**src/rtl/round_hasher_pkg.sv**
```systemverilog
// Shared types and constants for the round_hasher block: FSM state encoding,
// default mixing constants and a generic rotate-left helper (widths up to 64).
package round_hasher_pkg;

    typedef enum logic [1:0] {
        IDLE,
        ABSORB,
        MIX,
        DONE
    } state_e;

    localparam logic [31:0] DEFAULT_GOLDEN  = 32'h9E3779B9;
    localparam logic [31:0] DEFAULT_SEED    = 32'h0000_0000;
    localparam int          DEFAULT_ROT_AMT = 5;

    // Rotates the low 'width' bits of value left; bits above 'width' come back as zero.
    function automatic logic [63:0] rotl(input logic [63:0] value,
                                         input int unsigned width,
                                         input int unsigned distance);
        logic [63:0] mask;
        logic [63:0] v;
        int unsigned d;
        mask = (width >= 64) ? {64{1'b1}} : ((64'd1 << width) - 64'd1);
        v    = value & mask;
        d    = distance % width;
        if (d == 0) begin
            return v;
        end
        return ((v << d) | (v >> (width - d))) & mask;
    endfunction

endpackage

```
**src/rtl/round_hasher_if.sv**
```systemverilog
// Message-in / digest-out handshake bundle for round_hasher.
// The hasher uses the slave modport; the message source / hash consumer uses master.
interface round_hasher_if #(
    parameter int DATA_BYTES = 8,
    parameter int HASH_W     = 32
);
    localparam int LEN_W = $clog2(DATA_BYTES + 1);

    logic                    in_valid;
    logic                    in_ready;
    logic [8*DATA_BYTES-1:0] data;
    logic [LEN_W-1:0]        data_len;
    logic                    out_valid;
    logic                    out_ready;
    logic [HASH_W-1:0]       hash;

    modport master (
        output in_valid, data, data_len, out_ready,
        input  in_ready, out_valid, hash
    );

    modport slave (
        input  in_valid, data, data_len, out_ready,
        output in_ready, out_valid, hash
    );

endinterface

```
**src/rtl/round_hasher_rotator.sv**
```systemverilog
// Fixed-distance barrel rotator, left or right, for widths up to 64 bits.
module round_hasher_rotator
    import round_hasher_pkg::*;
#(
    parameter int WIDTH = 32,
    parameter bit LEFT  = 1'b1,
    parameter int DIST  = 5
) (
    input  logic [WIDTH-1:0] din_i,
    output logic [WIDTH-1:0] dout_o
);

    localparam int unsigned LEFT_DIST = LEFT ? DIST : (WIDTH - DIST);

    // A right rotate by DIST is the same as a left rotate by WIDTH-DIST.
    assign dout_o = WIDTH'(rotl(64'(din_i), WIDTH, LEFT_DIST));

endmodule

```
**src/rtl/round_hasher.sv**
```systemverilog
// Multi-cycle hasher: absorbs one message byte per cycle, then runs ROUNDS mix steps.
// Optional macro ROUND_HASHER_CHAIN_EN seeds each message from the previous digest.
module round_hasher
    import round_hasher_pkg::*;
#(
    parameter int                DATA_BYTES = 8,
    parameter int                HASH_W     = 32,
    parameter int                ROUNDS     = 4,
    parameter int                ROT_AMT    = DEFAULT_ROT_AMT,
    parameter logic [HASH_W-1:0] SEED       = HASH_W'(DEFAULT_SEED),
    parameter logic [31:0]       GOLDEN     = DEFAULT_GOLDEN
) (
    input  logic                 clk,
    input  logic                 reset,
`ifdef ROUND_HASHER_CHAIN_EN
    input  logic                 chain_clr,
`endif
    round_hasher_if.slave        bus
);

    localparam int                LEN_W    = $clog2(DATA_BYTES + 1);
    localparam int                RND_W    = (ROUNDS > 1) ? $clog2(ROUNDS) : 1;
    localparam logic [HASH_W-1:0] GOLDEN_W = HASH_W'(GOLDEN);

    state_e                  state_q;
    logic                    in_ready_q;
    logic                    out_valid_q;
    logic [HASH_W-1:0]       hash_q;
    logic [HASH_W-1:0]       s_q;
    logic [HASH_W-1:0]       s_d;
    logic [LEN_W-1:0]        idx_q;
    logic [LEN_W-1:0]        len_q;
    logic [RND_W-1:0]        rnd_q;
    logic [8*DATA_BYTES-1:0] data_q;

    logic [LEN_W-1:0]        lenClamped;
    logic [7:0]              curByte;
    logic [HASH_W-1:0]       rotIn;
    logic [HASH_W-1:0]       rotOut;
    logic [HASH_W-1:0]       startSeed;

`ifdef ROUND_HASHER_CHAIN_EN
    logic [HASH_W-1:0]       chain_q;
    assign startSeed = chain_clr ? SEED : chain_q;
`else
    assign startSeed = SEED;
`endif

    assign lenClamped = (bus.data_len > LEN_W'(DATA_BYTES)) ? LEN_W'(DATA_BYTES) : bus.data_len;
    assign curByte    = data_q[8*int'(idx_q) +: 8];

    // One rotator serves both phases; only the pre-rotate mixing and post-add differ.
    assign rotIn = (state_q == ABSORB) ? (s_q ^ HASH_W'(curByte))
                                       : (s_q ^ (s_q >> 16));

    round_hasher_rotator #(
        .WIDTH (HASH_W),
        .LEFT  (1'b1),
        .DIST  (ROT_AMT)
    ) u_rotator (
        .din_i  (rotIn),
        .dout_o (rotOut)
    );

    assign s_d = (state_q == ABSORB) ? (rotOut + GOLDEN_W) : (rotOut + HASH_W'(rnd_q));

    assign bus.in_ready  = in_ready_q;
    assign bus.out_valid = out_valid_q;
    assign bus.hash      = hash_q;

    always_ff @(posedge clk or posedge reset) begin
        if (reset) begin
            state_q     <= IDLE;
            in_ready_q  <= 1'b1;
            out_valid_q <= 1'b0;
            hash_q      <= '0;
            s_q         <= '0;
            idx_q       <= '0;
            len_q       <= '0;
            rnd_q       <= '0;
            data_q      <= '0;
`ifdef ROUND_HASHER_CHAIN_EN
            chain_q     <= SEED;
`endif
        end else begin
            unique case (state_q)
                IDLE: begin
                    if (bus.in_valid) begin
                        data_q     <= bus.data;
                        len_q      <= lenClamped;
                        s_q        <= startSeed;
                        idx_q      <= '0;
                        rnd_q      <= '0;
                        in_ready_q <= 1'b0;
                        state_q    <= (lenClamped != '0) ? ABSORB : MIX;
                    end
                end
                ABSORB: begin
                    s_q   <= s_d;
                    idx_q <= idx_q + 1'b1;
                    if (idx_q == len_q - 1'b1) begin
                        state_q <= MIX;
                    end
                end
                MIX: begin
                    s_q   <= s_d;
                    rnd_q <= rnd_q + 1'b1;
                    if (rnd_q == RND_W'(ROUNDS - 1)) begin
                        hash_q      <= s_d ^ HASH_W'(len_q);
                        out_valid_q <= 1'b1;
                        state_q     <= DONE;
                    end
                end
                DONE: begin
                    if (bus.out_ready) begin
                        out_valid_q <= 1'b0;
                        in_ready_q  <= 1'b1;
                        state_q     <= IDLE;
`ifdef ROUND_HASHER_CHAIN_EN
                        chain_q     <= hash_q;
`endif
                    end
                end
                default: begin
                    state_q <= IDLE;
                end
            endcase
        end
    end

endmodule

```
**src/flat_wrapper.sv**
```systemverilog
// flat-port wrapper written by rule: the top's interface ports become plain ports
module round_hasher_flat import round_hasher_pkg::*;
#(
    parameter int                DATA_BYTES = 8,
    parameter int                HASH_W     = 32,
    parameter int                ROUNDS     = 4,
    parameter int                ROT_AMT    = DEFAULT_ROT_AMT,
    parameter logic [HASH_W-1:0] SEED       = HASH_W'(DEFAULT_SEED),
    parameter logic [31:0]       GOLDEN     = DEFAULT_GOLDEN
)
  (clk, reset, bus_in_valid, bus_data, bus_data_len, bus_out_ready, bus_in_ready, bus_out_valid, bus_hash);
  round_hasher_if #(.DATA_BYTES(DATA_BYTES), .HASH_W(HASH_W)) bus_i ();
  input  logic clk;
  input  logic reset;
  input wire logic [$bits(bus_i.in_valid)-1:0] bus_in_valid;
  input wire logic [$bits(bus_i.data)-1:0] bus_data;
  input wire logic [$bits(bus_i.data_len)-1:0] bus_data_len;
  input wire logic [$bits(bus_i.out_ready)-1:0] bus_out_ready;
  output wire logic [$bits(bus_i.in_ready)-1:0] bus_in_ready;
  output wire logic [$bits(bus_i.out_valid)-1:0] bus_out_valid;
  output wire logic [$bits(bus_i.hash)-1:0] bus_hash;
  assign bus_i.in_valid = bus_in_valid;
  assign bus_i.data = bus_data;
  assign bus_i.data_len = bus_data_len;
  assign bus_i.out_ready = bus_out_ready;
  assign bus_in_ready = bus_i.in_ready;
  assign bus_out_valid = bus_i.out_valid;
  assign bus_hash = bus_i.hash;
  round_hasher #(.DATA_BYTES(DATA_BYTES), .HASH_W(HASH_W), .ROUNDS(ROUNDS), .ROT_AMT(ROT_AMT), .SEED(SEED), .GOLDEN(GOLDEN)) u_core (.clk(clk), .reset(reset), .bus(bus_i));
endmodule
```
**config.mk**
```make
export PLATFORM = sky130hd
export DESIGN_NAME = round_hasher_flat
export DESIGN_NICKNAME = d
export VERILOG_FILES = /design/src/rtl/round_hasher_pkg.sv /design/src/rtl/round_hasher_if.sv /design/src/rtl/round_hasher_rotator.sv /design/src/rtl/round_hasher.sv /design/src/flat_wrapper.sv
export SDC_FILE = /design/constraint.sdc
export NUM_CORES = 1
export LEC_CHECK = 0
export CAP_MARGIN = 20
export CORE_MARGIN = 2
export CORE_UTILIZATION = 57
export CTS_BUF_LIST = sky130_fd_sc_hd__clkbuf_4
export CTS_CLUSTER_DIAMETER = 200
export DETAILED_ROUTE_END_ITERATION = 10
export GPL_TIMING_DRIVEN = 0
export PLACE_DENSITY = 0.95
export SLEW_MARGIN = 15
export SYNTH_ARGS = -nofsm -noshare
export SYNTH_HDL_FRONTEND = slang
export SYNTH_SLANG_ARGS = --single-unit
```
**constraint.sdc**
```tcl
create_clock -name clk -period 6.1 [get_ports clk]
set_input_delay 1.22 -clock clk [delete_from_list [all_inputs] [get_ports clk]]
set_output_delay 1.22 -clock clk [all_outputs]
set_load 0.02 [all_outputs]
```
==> metrics.txt <==
status complete, no violations; Vias 6296; RSZ-0062 raised after global routing no; Residual DRC 0; Least-Margin Pin Slew 0.660 ns; post-synthesis sequential area ratio 46.0%; P_leak 3.90 nW; GRT Total Usage 30.8%; hpwl dp 15700 um; CTS root buf clkbuf_4; GP Congestion 1.05; hold crit path type reg -> reg; GR Util met3 7.74%; Routed WL 21200 um; ys flop type dfrtp_1; Initial DRT Pass Iterations 5; DRT antenna net count 0; dominant cells by area after synthesis dfrtp_1 46%, mux2_2 10%, xnor2_1 4.9%; worst rel slew slack 56.0%; Worst Path Buf+Inv 6; Final Core Density 70.7%; Core ar. 0.0132 mm2; largest net degree at the start of global routing 116; CP required 6.56 ns; clk buf depth 2; Post-synth EDFFs 0; Die ar. 0.0145 mm2; most frequent cell after synthesis dfrtp_1; CP startpoint kind flop; Cell Area, Synth 0.00773 mm2; post-synth top area cell dfrtp_1; clk sinks 142; gr ovfl total 0; slowest cell delay on critical path 0.56 ns; drt initial violations 466; first-pass GRT wire length 33900 um; CP max-delay cell o41ai_4; CTS tree yes; PD cells 587 mW/mm2; CP endpoint kind flop; routed vias/inst 6.03; crit-path max FO 10; Max Freq 0.171 GHz; Inst Count DP 1012; Crit Path Category reg -> reg; Synth async-reset ratio 100%; Hold Fails Final Rpt 0; fill count 966; Distinct cells, synth 68; met2 Use GR 51.7%; busiest grt layer met2; CP dominant cell by count clkbuf_2; Worst-Skew Late Latency 0.60 ns; register bit total from synthesis 142; final period utilization 95.8%; Post-CTS Repair Setup Buffers 0; Clk pin slew, worst setup/hold paths 0.14 ns; met1 GRT Util 37.0%; synth cell count leaders 141 x dfrtp_1, 89 x nand2_1, 72 x mux2_2; max-cap violations 0; Non-Filler Instances 1044; post-route cell area 0.00936 mm2; Yosys top cell area share 45.7%; initial antenna violation count 0; CP arrival 6.30 ns; CTS Hold Bufs 0; vias in the first global route 6382; IO buf count 105; CTS buffer count 17; CP top delay family compound AO/OA/AOI/OAI gates; Syn Nets 819; Mapped Cells 730; Setup violations, final 0; Initial Util 58.3%; n_diodes 0; Placed Area 0.00903 mm2; Die Y 120 um; Site Rows 42; Fin Clk Skew 0.0240 ns; Syn Area/Cell 10.6 um2; Tmin final 5.84 ns; I/O pin cnt 106; critical-path cell list inv_1, ha_1, clkbuf_2, buf_2, clkbuf_2, buf_2, clkbuf_2, nor2b_1, ha_1, a21oi_1, o21ai_1, and3_1, a211oi_1, o41a_1, o41ai_4, a31o_2, a31oi_1, xnor2_1, o21ai_1; Max VDD drop 0.382 mV; area grow syn2layout 21.2%; Final Max Tran Viols 0; H-tree levels 4; final net count 944; Ys Warns 0; layout cell share with drive strength beyond 1 14.7%; Avg WL per Cell 20.3 um; Die Width 120 um
==> through the flow <==
step                setup slack (ns)  TNS, ns  hold WS, ns  power, mW
floorplan                       1.07        0        0.470       3.80
global placement              -0.761  -108.43        0.462       4.60
detailed placement            -0.392    -3.64        0.470       4.74
CTS                           0.0700        0        0.495       5.45
global route                 0.00363        0        0.522       5.82
finish                         0.259        0        0.487       5.50
==> flip-flops by register name (all words and copies together), names as in the netlist <==
register / count
u_core.bus.hash: 32
u_core.bus.in_ready: 1
u_core.bus.out_valid: 1
u_core.data_q: 64
u_core.idx_q: 4
u_core.len_q: 4
u_core.rnd_q: 2
u_core.s_q: 32
u_core.state_q: 2
==> worst reg2reg max path, cell delays in order (launching register included) <==
cell and delay [ns]:
dfrtp_1 0.46, inv_1 0.11, ha_1 0.39, clkbuf_2 0.32, buf_2 0.30, clkbuf_2 0.33, buf_2 0.31, clkbuf_2 0.28
nor2b_1 0.12, ha_1 0.29, a21oi_1 0.08, o21ai_1 0.42, and3_1 0.24, a211oi_1 0.05, o41a_1 0.53, o41ai_4 0.56
a31o_2 0.28, a31oi_1 0.10, xnor2_1 0.37, o21ai_1 0.14
==> cell usage in the layout (no fill, tap or decap), types with 22 or more instances in the layout <==
master and n:
dfrtp_1 141, xnor2_1 43, clkdlybuf4s50_1 105, nand2_1 89, clkbuf_1 26, mux2_2 72
o21ai_0 48, mux2i_1 23, xor2_1 22, o21ai_1 24, nor2_1 23
==> power by group <==
part / switching [mW] / total [mW] / leakage, nW / internal (mW)
sequential: 0.339 / 1.69 / 1.79 / 1.35
combinational: 1.78 / 3.12 / 1.94 / 1.34
clock: 0.359 / 0.689 / 0.169 / 0.330
total: 2.48 / 5.50 / 3.90 / 3.02
==> cell type report <==
| type | count | area, um2 | share of cell area (%) |
|---|---|---|---|
| multi-input combinational | 524 | 3920 | 41.9 |
| sequential | 142 | 3550 | 38.0 |
| timing repair buffer | 106 | 1080 | 11.5 |
| tap | 176 | 220 | 2.35 |
| clock inverter | 14 | 190 | 2.03 |
| buffer | 45 | 185 | 1.98 |
| clock buffer | 18 | 135 | 1.44 |
| inverter | 19 | 78.8 | 0.842 |
==> cells by family (layout without fill, tap and decap cells) <==
family	count (synthesis)	count (layout)	synth area share (%)
compound gates	166	166	14.2
flops	142	142	46.0
buf+inv	64	202	3.24
mux	103	103	15.8
xor+xnor	65	65	7.37
simple gates	173	173	10.5
fa+ha+maj	17	17	2.85
==> metal layers <==
| metal | share of wire (%) | vias to the layer above |
|---|---|---|
| met5 | 0 | - |
| met4 | 5.2 | 0 |
| met3 | 6.8 | 80 |
| met2 | 50 | 312 |
| met1 | 39 | 3043 |
| li1 | - | 2861 |
==> timing repair <==
| action | 4_1_cts | 5_1_grt |
|---|---|---|
| setup endpoints to repair | 23 | 20 |
| resized for setup | 3 | 4 |
| cloned | 0 | 0 |
==> final timing paths <==
kind                                     start             endpoint  slack (ns)  cells past startpoint
min                        u_core.bus.hash[16]  u_core.bus.hash[16]        0.49                      2
min in group asynchronous                reset  u_core.bus.hash[23]        0.97                      2
min reg2reg                u_core.bus.hash[16]  u_core.bus.hash[16]        0.49                      2
max reg2reg                  u_core.state_q[1]       u_core.s_q[27]        0.26                     19
max                          u_core.state_q[1]       u_core.s_q[27]        0.26                     19
max in group asynchronous                reset       u_core.s_q[30]        4.29                      3
Power figures use the tool's default switching activity.
